`src/rtl/xmit_ser_pkg.sv`:
```
// xmit_ser shared types and constants.
// Optional parity build: define XMIT_SER_PARITY_EN.
package xmit_ser_pkg;
  typedef enum logic [2:0] {
    IDLE,
    START,
    DATA,
    PARITY,
    STOP
  } ser_state_t;

  localparam int SER_DATA_W = 8;
  localparam logic SER_IDLE_LVL = 1'b1;
endpackage

```
`src/rtl/xmit_ser_baud.sv`:
```
// Baud tick generator for xmit_ser.
// bit_tick marks the last cycle of each bit period.
module xmit_ser_baud #(
  parameter int CLKS_PER_BIT = 16
) (
  input  logic clk,
  input  logic rst,
  input  logic restart,
  output logic bit_tick
);
  localparam int CW = (CLKS_PER_BIT > 1) ? $clog2(CLKS_PER_BIT) : 1;
  localparam logic [CW-1:0] LAST = CW'(CLKS_PER_BIT - 1);

  logic [CW-1:0] cnt;

  assign bit_tick = (cnt == LAST);

  always_ff @(posedge clk) begin
    if (rst || restart) begin
      cnt <= '0;
    end else if (bit_tick) begin
      cnt <= '0;
    end else begin
      cnt <= cnt + 1'b1;
    end
  end
endmodule

```
`src/rtl/xmit_ser.sv`:
```
// Byte-to-serial line transmitter with one-byte holding register.
// Optional even parity bit: define XMIT_SER_PARITY_EN.
import xmit_ser_pkg::*;

module xmit_ser #(
  parameter int CLKS_PER_BIT = 16,
  parameter int STOP_BITS    = 1
) (
  input  logic                  clk,
  input  logic                  rst,
  input  logic [SER_DATA_W-1:0] ser_in_data,
  input  logic                  ser_in_valid,
  output logic                  ser_in_ready,
  output logic                  ser_tx_out,
  output logic                  ser_busy,
  output logic                  ser_frame_done
);
  ser_state_t            state;
  logic [SER_DATA_W-1:0] hold_data;
  logic                  hold_full;
  logic [SER_DATA_W-1:0] shreg;
  logic [2:0]            bit_cnt;
  logic [0:0]            stop_cnt;
  logic                  bit_tick;
  logic                  last_stop;
  logic                  frame_end;
  logic                  pull;
`ifdef XMIT_SER_PARITY_EN
  logic                  par;
`endif

  xmit_ser_baud #(
    .CLKS_PER_BIT(CLKS_PER_BIT)
  ) u_baud (
    .clk     (clk),
    .rst     (rst),
    .restart (state == IDLE),
    .bit_tick(bit_tick)
  );

  assign ser_in_ready   = !hold_full;
  assign last_stop      = (stop_cnt == 1'(STOP_BITS - 1));
  assign frame_end      = (state == STOP) && last_stop && bit_tick;
  assign ser_frame_done = frame_end;
  // The only two points where a held byte may start a frame.
  assign pull = hold_full && ((state == IDLE) || frame_end);

  always_ff @(posedge clk) begin
    if (rst) begin
      state      <= IDLE;
      ser_tx_out <= SER_IDLE_LVL;
      ser_busy   <= 1'b0;
      hold_full  <= 1'b0;
      hold_data  <= '0;
      shreg      <= '0;
      bit_cnt    <= '0;
      stop_cnt   <= '0;
`ifdef XMIT_SER_PARITY_EN
      par        <= 1'b0;
`endif
    end else begin
      if (ser_in_valid && !hold_full) begin
        hold_data <= ser_in_data;
        hold_full <= 1'b1;
      end
      unique case (state)
        IDLE: ;
        START: if (bit_tick) begin
          state      <= DATA;
          bit_cnt    <= '0;
          ser_tx_out <= shreg[0];
          shreg      <= shreg >> 1;
        end
        DATA: if (bit_tick) begin
          if (bit_cnt == 3'(SER_DATA_W - 1)) begin
`ifdef XMIT_SER_PARITY_EN
            state      <= PARITY;
            ser_tx_out <= par;
`else
            state      <= STOP;
            stop_cnt   <= '0;
            ser_tx_out <= SER_IDLE_LVL;
`endif
          end else begin
            bit_cnt    <= bit_cnt + 3'd1;
            ser_tx_out <= shreg[0];
            shreg      <= shreg >> 1;
          end
        end
`ifdef XMIT_SER_PARITY_EN
        PARITY: if (bit_tick) begin
          state      <= STOP;
          stop_cnt   <= '0;
          ser_tx_out <= SER_IDLE_LVL;
        end
`endif
        STOP: if (bit_tick) begin
          if (last_stop) begin
            state    <= IDLE;
            ser_busy <= 1'b0;
          end else begin
            stop_cnt <= stop_cnt + 1'b1;
          end
        end
        default: state <= IDLE;
      endcase
      if (pull) begin
        state      <= START;
        hold_full  <= 1'b0;
        shreg      <= hold_data;
        ser_tx_out <= 1'b0;
        ser_busy   <= 1'b1;
`ifdef XMIT_SER_PARITY_EN
        par        <= ^hold_data;
`endif
      end
    end
  end
endmodule

```
`config.mk`:
```
export PLATFORM = sky130hd
export DESIGN_NAME = xmit_ser
export DESIGN_NICKNAME = d
export VERILOG_FILES = /design/src/rtl/xmit_ser_pkg.sv /design/src/rtl/xmit_ser_baud.sv /design/src/rtl/xmit_ser.sv
export SDC_FILE = /design/constraint.sdc
export NUM_CORES = 1
export LEC_CHECK = 0
export CAP_MARGIN = 20
export CORE_ASPECT_RATIO = 1.25
export CORE_MARGIN = 5
export CORE_UTILIZATION = 25
export CTS_CLUSTER_DIAMETER = 200
export CTS_CLUSTER_SIZE = 25
export DETAILED_ROUTE_END_ITERATION = 16
export PLACE_DENSITY = 0.48
export REMOVE_ABC_BUFFERS = 1
export SLEW_MARGIN = 10
export SYNTH_ARGS = -nofsm -noshare
export SYNTH_HDL_FRONTEND = slang
export SYNTH_HIERARCHICAL = 1
export SYNTH_SLANG_ARGS = --single-unit
```
`constraint.sdc`:
```
create_clock -name clk -period 2.12 [get_ports clk]
set_clock_uncertainty 0.2 [all_clocks]
set_input_delay 0.212 -clock clk [delete_from_list [all_inputs] [get_ports clk]]
set_output_delay 0.212 -clock clk [all_outputs]
set_load 0.01 [all_outputs]
```
==> results of run 1 <==
## registers in the layout, summed over array words and instances, names as in the netlist
register	cells
hold_data	8
shreg	8
u_baud/cnt	4
bit_cnt	3
state	3
hold_full	1
ser_busy	1
ser_tx_out	1
## final cells by class
type                    count  area [sq um]  share of cell area (%)
inverters                   2          7.51                   0.480
clock buffers               7          86.3                    5.52
well taps                  62          77.6                    4.96
flip-flops and latches     29           582                    37.2
repair buffers             19           176                    11.3
multi-input cells          93           636                    40.6
## worst max-delay path by stage
stage                     slack (ps)  cells after the start                     to                      from
after floorplan                  320                      7  shreg[0]$_SDFFE_PP0P_  u_baud/cnt[0]$_SDFF_PP0_
after global placement           220                      5         ser_frame_done  u_baud/cnt[0]$_SDFF_PP0_
after detailed placement         130                      7  shreg[1]$_SDFFE_PP0P_  u_baud/cnt[0]$_SDFF_PP0_
after CTS                        100                      8  shreg[1]$_SDFFE_PP0P_  u_baud/cnt[1]$_SDFF_PP0_
after global routing              20                      6  shreg[0]$_SDFFE_PP0P_   bit_cnt[0]$_SDFFE_PP0P_
final                            150                      6  shreg[1]$_SDFFE_PP0P_   bit_cnt[0]$_SDFFE_PP0P_
## worst max-delay path: cells and delay by family (launching register included)
| kind | cells | cell delay, ps |
|---|---|---|
| adders and majority gates | 2 | 430 |
| AOI/OAI and AO/OA | 2 | 670 |
| and+or+nand+nor | 1 | 80 |
| muxes | 1 | 140 |
| DFF | 1 | 360 |
## Yosys cell counts (2+ instances only)
cell,n
a211oi_1,8
a21oi_1,4
a22oi_1,2
and3_1,4
buf_2,2
buf_6,2
clkbuf_1,3
dfxtp_1,29
ha_1,3
inv_1,2
mux2i_1,17
nand2_1,5
nand3_1,3
nor2_1,24
nor2_2,2
nor2b_1,2
nor3_1,2
nor4_1,3
## timing repair
action,in CTS,in global routing
gates resized for setup,4,1
buffers inserted,1,0
hold buffers,0,0
setup endpoints to repair,1,2
## stage by stage
step	util, %	worst slack (ps)	hold WS [ps]	total power (uW)
finish	31.3	154	231	1180
global placement	29.3	219	239	740
CTS	31.2	104	233	1190
detailed placement	29.3	129	255	743
global route	31.3	15.3	255	1230
floorplan	-	322	81.1	679
## placed cells by master (no fill, tap or decap), types with 2 or more instances in the layout
cell	count
nand3_1	3
nor4_1	3
nand2_1	5
dfxtp_1	28
mux2i_1	17
a21oi_1	4
buf_4	5
clkbuf_8	6
nor3_1	2
a211oi_1	8
nor2_1	24
nor2_2	2
clkdlybuf4s50_1	13
and3_1	4
ha_1	2
nor2b_1	2
a22oi_1	2
## power groups by stage
stage	registers [uW]	logic, uW	clock network [uW]
after floorplan	608	70.9	0
after global placement	612	128	0
after detailed placement	613	129	0
after CTS	602	131	460
after global routing	607	144	482
final	601	128	451
## layer usage
layer,global-route usage [%],vias to the layer above,part of all wire (%),wire [um]
met5,0,-,0,0
met4,3.17,0,1.9,47
met3,3.35,8,4.3,105
met2,13.5,16,49,1210
met1,8.56,442,44,1090
li1,-,499,-,-
## kinds of logic (layout without fill, tap and decap cells)
family,after synthesis,after routing,share of synthesized area [%]
adder cells (fa/ha/maj),3,3,2.94
buffers and inverters,11,28,4.91
AND/OR/NAND/NOR,51,51,20.5
multiplexers,17,17,13.3
AO/OA/AOI/OAI,20,20,11.4
XOR/XNOR,2,2,1.37
flip-flops,29,29,45.5
==> metrics.yaml, run 1 <==
placed_design:
  dp_hpwl_mm: 1.79
  place_inst: 204
  globalplace.congestion: 0.729
  io_buffer_count: 14
  dpl-instance-area_sq_um: 1470
layout:
  fill_cells: 528
  syn_to_final_growth_pct: 22.8
  diodes: 0
  drive_above_1_share_pct: 14.0
  final_nets: 164
  final_cells: 212
  final_area_sq_um: 1570
pwr:
  p_sw_uw: 277
  pwr-share-seq_pct: 50.9
  peakVddDrop_mv: 0.380
  pwr-share-comb_pct: 10.9
  switching_share_pct: 23.5
  total_leakage_power_uw: 0.000663
  power.internal_uw: 903
  p_clk_share_pct: 38.2
  power_density_nw_per_um2: 754
floorplan:
  ios: 15
  rows: 29
  dieArea_sq_um: 6640
  core_area_sq_um: 5010
  die_x_um: 73.9
  fp.dieH_um: 89.8
  start_util_pct: 25.5
run:
  maxCapViolCount: 0
global_routing:
  grt-ovfl-total: 0
  track_usage_pct: 7.98
  grt_first_pass_wirelength_mm: 4.21
  grt_max_degree: 20
  grt_antenna_before_repair: 0
  grt_pass1_vias: 967
clocking:
  root_buffer: "clkbuf_8"
  cts_tree: "yes"
  numCtsBuffers: 5
  clkTransAtPathRegs_ps: 60
  htreeDepth: 2
  clkLatencyLatePin_ps: 270
  cts_buffer_depth: 2
  cts_sinks: 29
drt:
  vias_per_cell: 4.55
  vias: 965
  ant_nets: 0
  totalWireLength_mm: 2.45
  dr.pass1.iters: 3
  drc: 0
  wl_per_cell_um: 11.6
  first_iter_violations: 12
outcome:
  status: "finished clean"
logic_synthesis:
  synth_cell_types: 34
  async_flop_share_pct: 0
  yosysWarningCount: 6
  synth_edf_count: 0
  synth_cells: 133
  synth.avg_cell_area_sq_um: 9.59
  ys.flop_type: "dfxtp_1"
  synth_area_leader_cell: "dfxtp_1"
  synth-seq-cells: 29
  synth_top_cell_area_share_pct: 45.5
  synth-seq-area-share_pct: 45.5
  syn_area_sq_um: 1270
  ys_top_cells_by_area: "dfxtp_1 (46%), mux2i_1 (13%), nor2_1 (7.1%)"
sta:
  tns_ps: 0
  worst_pin_slew_ps: 442
  max-slew-margin-rel_pct: 70.4
  slew_violations: 0
  fmax_mhz: 509
  rsz0062_at_grt: "false"
  hold_viol: 0
  setup_viol_count_final: 0
  layout_min_cycle_time_ps: 1970
  finalCritPeriodShare_pct: 92.7
critical_path:
  crit_type: "flip-flop to flip-flop"
  cp_common_cell: "ha_1"
  crit_path_end_kind: "flip-flop"
  worstReg2RegStart: "bit_cnt[0]$_SDFFE_PP0P_"
  crit_arrival_ps: 1950
  critPathRequiredTime_ps: 2100
  cpPeakStageDelay_ps: 410
  r2r-end: "shreg[1]$_SDFFE_PP0P_"
  crit_slowest_cell: "o21ai_4"
  reg2reg_depth: 6
  rrSetupSlack_ps: 150
  worstPathCellList: "ha_1 -> ha_1 -> nor3b_4 -> o21ai_4 -> mux2i_1 -> a211oi_1"
  cp_max_fo: 12
  start_kind: "flip-flop"
worst_hold_path:
  min_to: "u_baud/cnt[0]$_SDFF_PP0_"
  worstHoldPathType: "flip-flop to flip-flop"
  min_from: "u_baud/cnt[0]$_SDFF_PP0_"
  hold_depth: 1
(Power assumes the default switching activity.)
==> inputs of run 2 (changes only) <==
--- a/config.mk
+++ b/config.mk
@@ -8,11 +8,11 @@
 export CAP_MARGIN = 20
 export CORE_ASPECT_RATIO = 1.25
 export CORE_MARGIN = 5
-export CORE_UTILIZATION = 25
+export CORE_UTILIZATION = 30
 export CTS_CLUSTER_DIAMETER = 200
 export CTS_CLUSTER_SIZE = 25
 export DETAILED_ROUTE_END_ITERATION = 16
-export PLACE_DENSITY = 0.48
+export PLACE_DENSITY = 0.54
 export REMOVE_ABC_BUFFERS = 1
 export SLEW_MARGIN = 10
 export SYNTH_ARGS = -nofsm -noshare
==> run 2 against run 1 <==
Net effect:
- sequential share of layout area up 0.40 points
- non-clock buffer count is 1 lower
- final cell count fell by 2.8%
- global-route usage rose by 1.5 points
- clock power shrank 6.7%
- combinational power about the same
- utilization rose by 6.4 points
- maximum frequency grew 0.66%
- die area fell by 15%
- via count down 1.2%
- sequential power is essentially flat
- critical path type unchanged
- highest routed layer unchanged
==> metrics.yaml, run 2 (synthesized netlist as in run 1, its figures left out) <==
outcome:
  status: "finished clean"
placed_design:
  globalplace.congestion: 0.690  # -5.2%
  io_buffer_count: 14  # unchanged
  dp_hpwl_mm: 1.69  # -5.5%
sta:
  max-slew-margin-rel_pct: 71.9  # +1.4 points
  tns_ps: 0  # unchanged
  finalCritPeriodShare_pct: 92.1  # -0.61 points
  worst_pin_slew_ps: 420  # -21.6 ps
  slew_violations: 0  # unchanged
  layout_min_cycle_time_ps: 1950  # -13.0 ps
  rsz0062_at_grt: "false"
  whs_ps: 267  # +35.8 ps
  fmax_mhz: 512  # +0.66%
  setup_viol_count_final: 0  # unchanged
  hold_viol: 0  # unchanged
clocking:
  cts_tree: "yes"
  cts_sinks: 29  # unchanged
  cts_buffer_depth: 2  # unchanged
  clkTransAtPathRegs_ps: 60  # about the same
  cts_hold_buf: 0  # unchanged
  root_buffer: "clkbuf_8"
  numCtsBuffers: 5  # unchanged
  htreeDepth: 2  # unchanged
  clkLatencyLatePin_ps: 270  # about the same
critical_path:
  cpPeakStageDelay_ps: 370  # -40 ps
  crit_path_end_kind: "flip-flop"
  crit_slowest_cell: "dfxtp_1"
  worstPathCellList: "ha_2 -> nand3_1 -> inv_2 -> buf_4 -> and2b_2 -> o21ai_4 -> mux2i_1 -> a211oi_1"
  crit_type: "flip-flop to flip-flop"
  critPathRequiredTime_ps: 2100  # about the same
  cp_max_fo: 12  # unchanged
  start_kind: "flip-flop"
  reg2reg_depth: 8  # +2
  crit_arrival_ps: 1940  # about the same
global_routing:
  track_usage_pct: 9.50  # +1.5 points
  grt_max_degree: 22  # +10%
  grt_pass1_vias: 946  # -2.2%
  grt-ovfl-total: 0  # unchanged
  grt_antenna_before_repair: 0  # unchanged
  grt_first_pass_wirelength_mm: 4.15  # -1.3%
pwr:
  p_sw_uw: 276  # -0.34%
  switching_share_pct: 24.1  # +0.61 points
  p_clk_share_pct: 36.7  # -1.5 points
  pwr-share-comb_pct: 11.0  # about the same
  peakVddDrop_mv: 0.451  # +19%
  power_density_nw_per_um2: 742  # -1.6%
  power.internal_uw: 871  # -3.6%
  pwr-share-seq_pct: 52.3  # +1.4 points
  total_leakage_power_uw: 0.000659  # -0.63%
worst_hold_path:
  hold_depth: 1  # unchanged
  worstHoldPathType: "flip-flop to flip-flop"
drt:
  top_layer_used: "met4"
  dr.pass1.iters: 4  # +1
  ant_nets: 0  # unchanged
  vias_per_cell: 4.63  # +1.6%
  wl_met3_um: 96  # -8.6%
  first_iter_violations: 19  # +7
  drc: 0  # unchanged
  wl_met2_mm: 1.20  # -0.50%
  vias: 953  # -1.2%
  totalWireLength_mm: 2.31  # -5.9%
  wl_per_cell_um: 11.2  # -3.1%
  wl_met1_um: 974  # -11%
layout:
  largestRegisters: "hold_data (8), shreg (8), u_baud/cnt (4)"
  syn_to_final_growth_pct: 21.2
  multi_input_area_sq_um: 636  # unchanged
  fill_cells: 435  # -18%
  finalCoreUtilization_pct: 37.7  # +6.4 points
  layout_commonest_cell: "dfxtp_1"
  layout_common_cells: "dfxtp_1 (29), nor2_1 (24), mux2i_1 (17)"
  diodes: 0  # unchanged
  final_nets: 163  # -0.61%
  regArea_sq_um: 581  # -0.22%
  drive_above_1_share_pct: 13.3  # -0.67 points
floorplan:
  fp.dieH_um: 82.9  # -7.7%
  start_util_pct: 31.1  # +5.6 points
  die_x_um: 68.3  # -7.5%
  rows: 26  # -10%
  core_area_sq_um: 4100  # -18%
  ios: 15  # unchanged
  dieArea_sq_um: 5660  # -15%
run:
  maxCapViolCount: 0  # unchanged
run 2: cell types whose count changed in the layout (fill, tap and decap cells not counted):
cell / before / now
clkbuf_8: 6 / 5
dfxtp_1: 28 / 29
clkinv_2: 0 / 2
buf_4: 5 / 4
dfxtp_2: 1 / 0
run 2: stage by stage:
| stage | power, uW | instance area (sq um) | std cells | setup WS [ps] |
|---|---|---|---|---|
| after detailed placement | 739 | 1450 | 197 | 138 |
| after global placement | 736 | 1450 | 197 | 218 |
| after floorplan | 679 | 1220 | 124 | 322 |
| after CTS | 1170 | 1540 | 206 | 86.3 |
| final | 1150 | 1550 | 206 | 167 |
| after global routing | 1210 | 1550 | 206 | 9.58 |
run 2: path summary, 6_finish.rpt:
| path | from | end | slack (ps) |
|---|---|---|---|
| worst min register to register | u_baud/cnt[0]$_SDFF_PP0_ | u_baud/cnt[0]$_SDFF_PP0_ | 270 |
| worst max-delay path | u_baud/cnt[0]$_SDFF_PP0_ | shreg[6]$_SDFFE_PP0P_ | 170 |
| worst max register to register | u_baud/cnt[0]$_SDFF_PP0_ | shreg[6]$_SDFFE_PP0P_ | 170 |
| worst min-delay path | u_baud/cnt[0]$_SDFF_PP0_ | u_baud/cnt[0]$_SDFF_PP0_ | 270 |
run 2: final cells by class:
type                       count  share of cell area, %
multi-input combinational     93                   41.1
sequential                    29                   37.6
timing repair buffer          18                   10.9
clock buffer                   6                   4.70
tap                           56                   4.53
clock inverter                 2                  0.648
inverter                       2                  0.486
run 2: critical path: cells and delay by family (launching register included):
family | cells | cell delay, ps
compound gates | 2 | 400
fa+ha+maj | 1 | 210
buf+inv | 2 | 200
flops | 1 | 370
mux | 1 | 150
simple gates | 2 | 330
run 2: power by group through the flow:
stage | Sequential [uW] | Combinational (uW) | Clock (uW)
after floorplan | 608 | 70.9 | 0
after global placement | 611 | 125 | 0
after detailed placement | 613 | 127 | 0
after CTS | 601 | 127 | 438
after global routing | 606 | 139 | 468
final | 600 | 126 | 421
run 2: repair_timing:
action / 4_1_cts / 5_1_grt
endpoints found under the setup margin: 1 / 3
pin swaps: 0 / 1
buffers inserted: 1 / 0
endpoints found under the hold margin: 0 / 0
gates resized for setup: 3 / 1
run 2: routing by layer:
layer	up-vias	track usage (%)
met3	5	4.19
li1	497	-
met5	-	0
met4	0	3.80
met2	13	15.5
met1	438	10.4
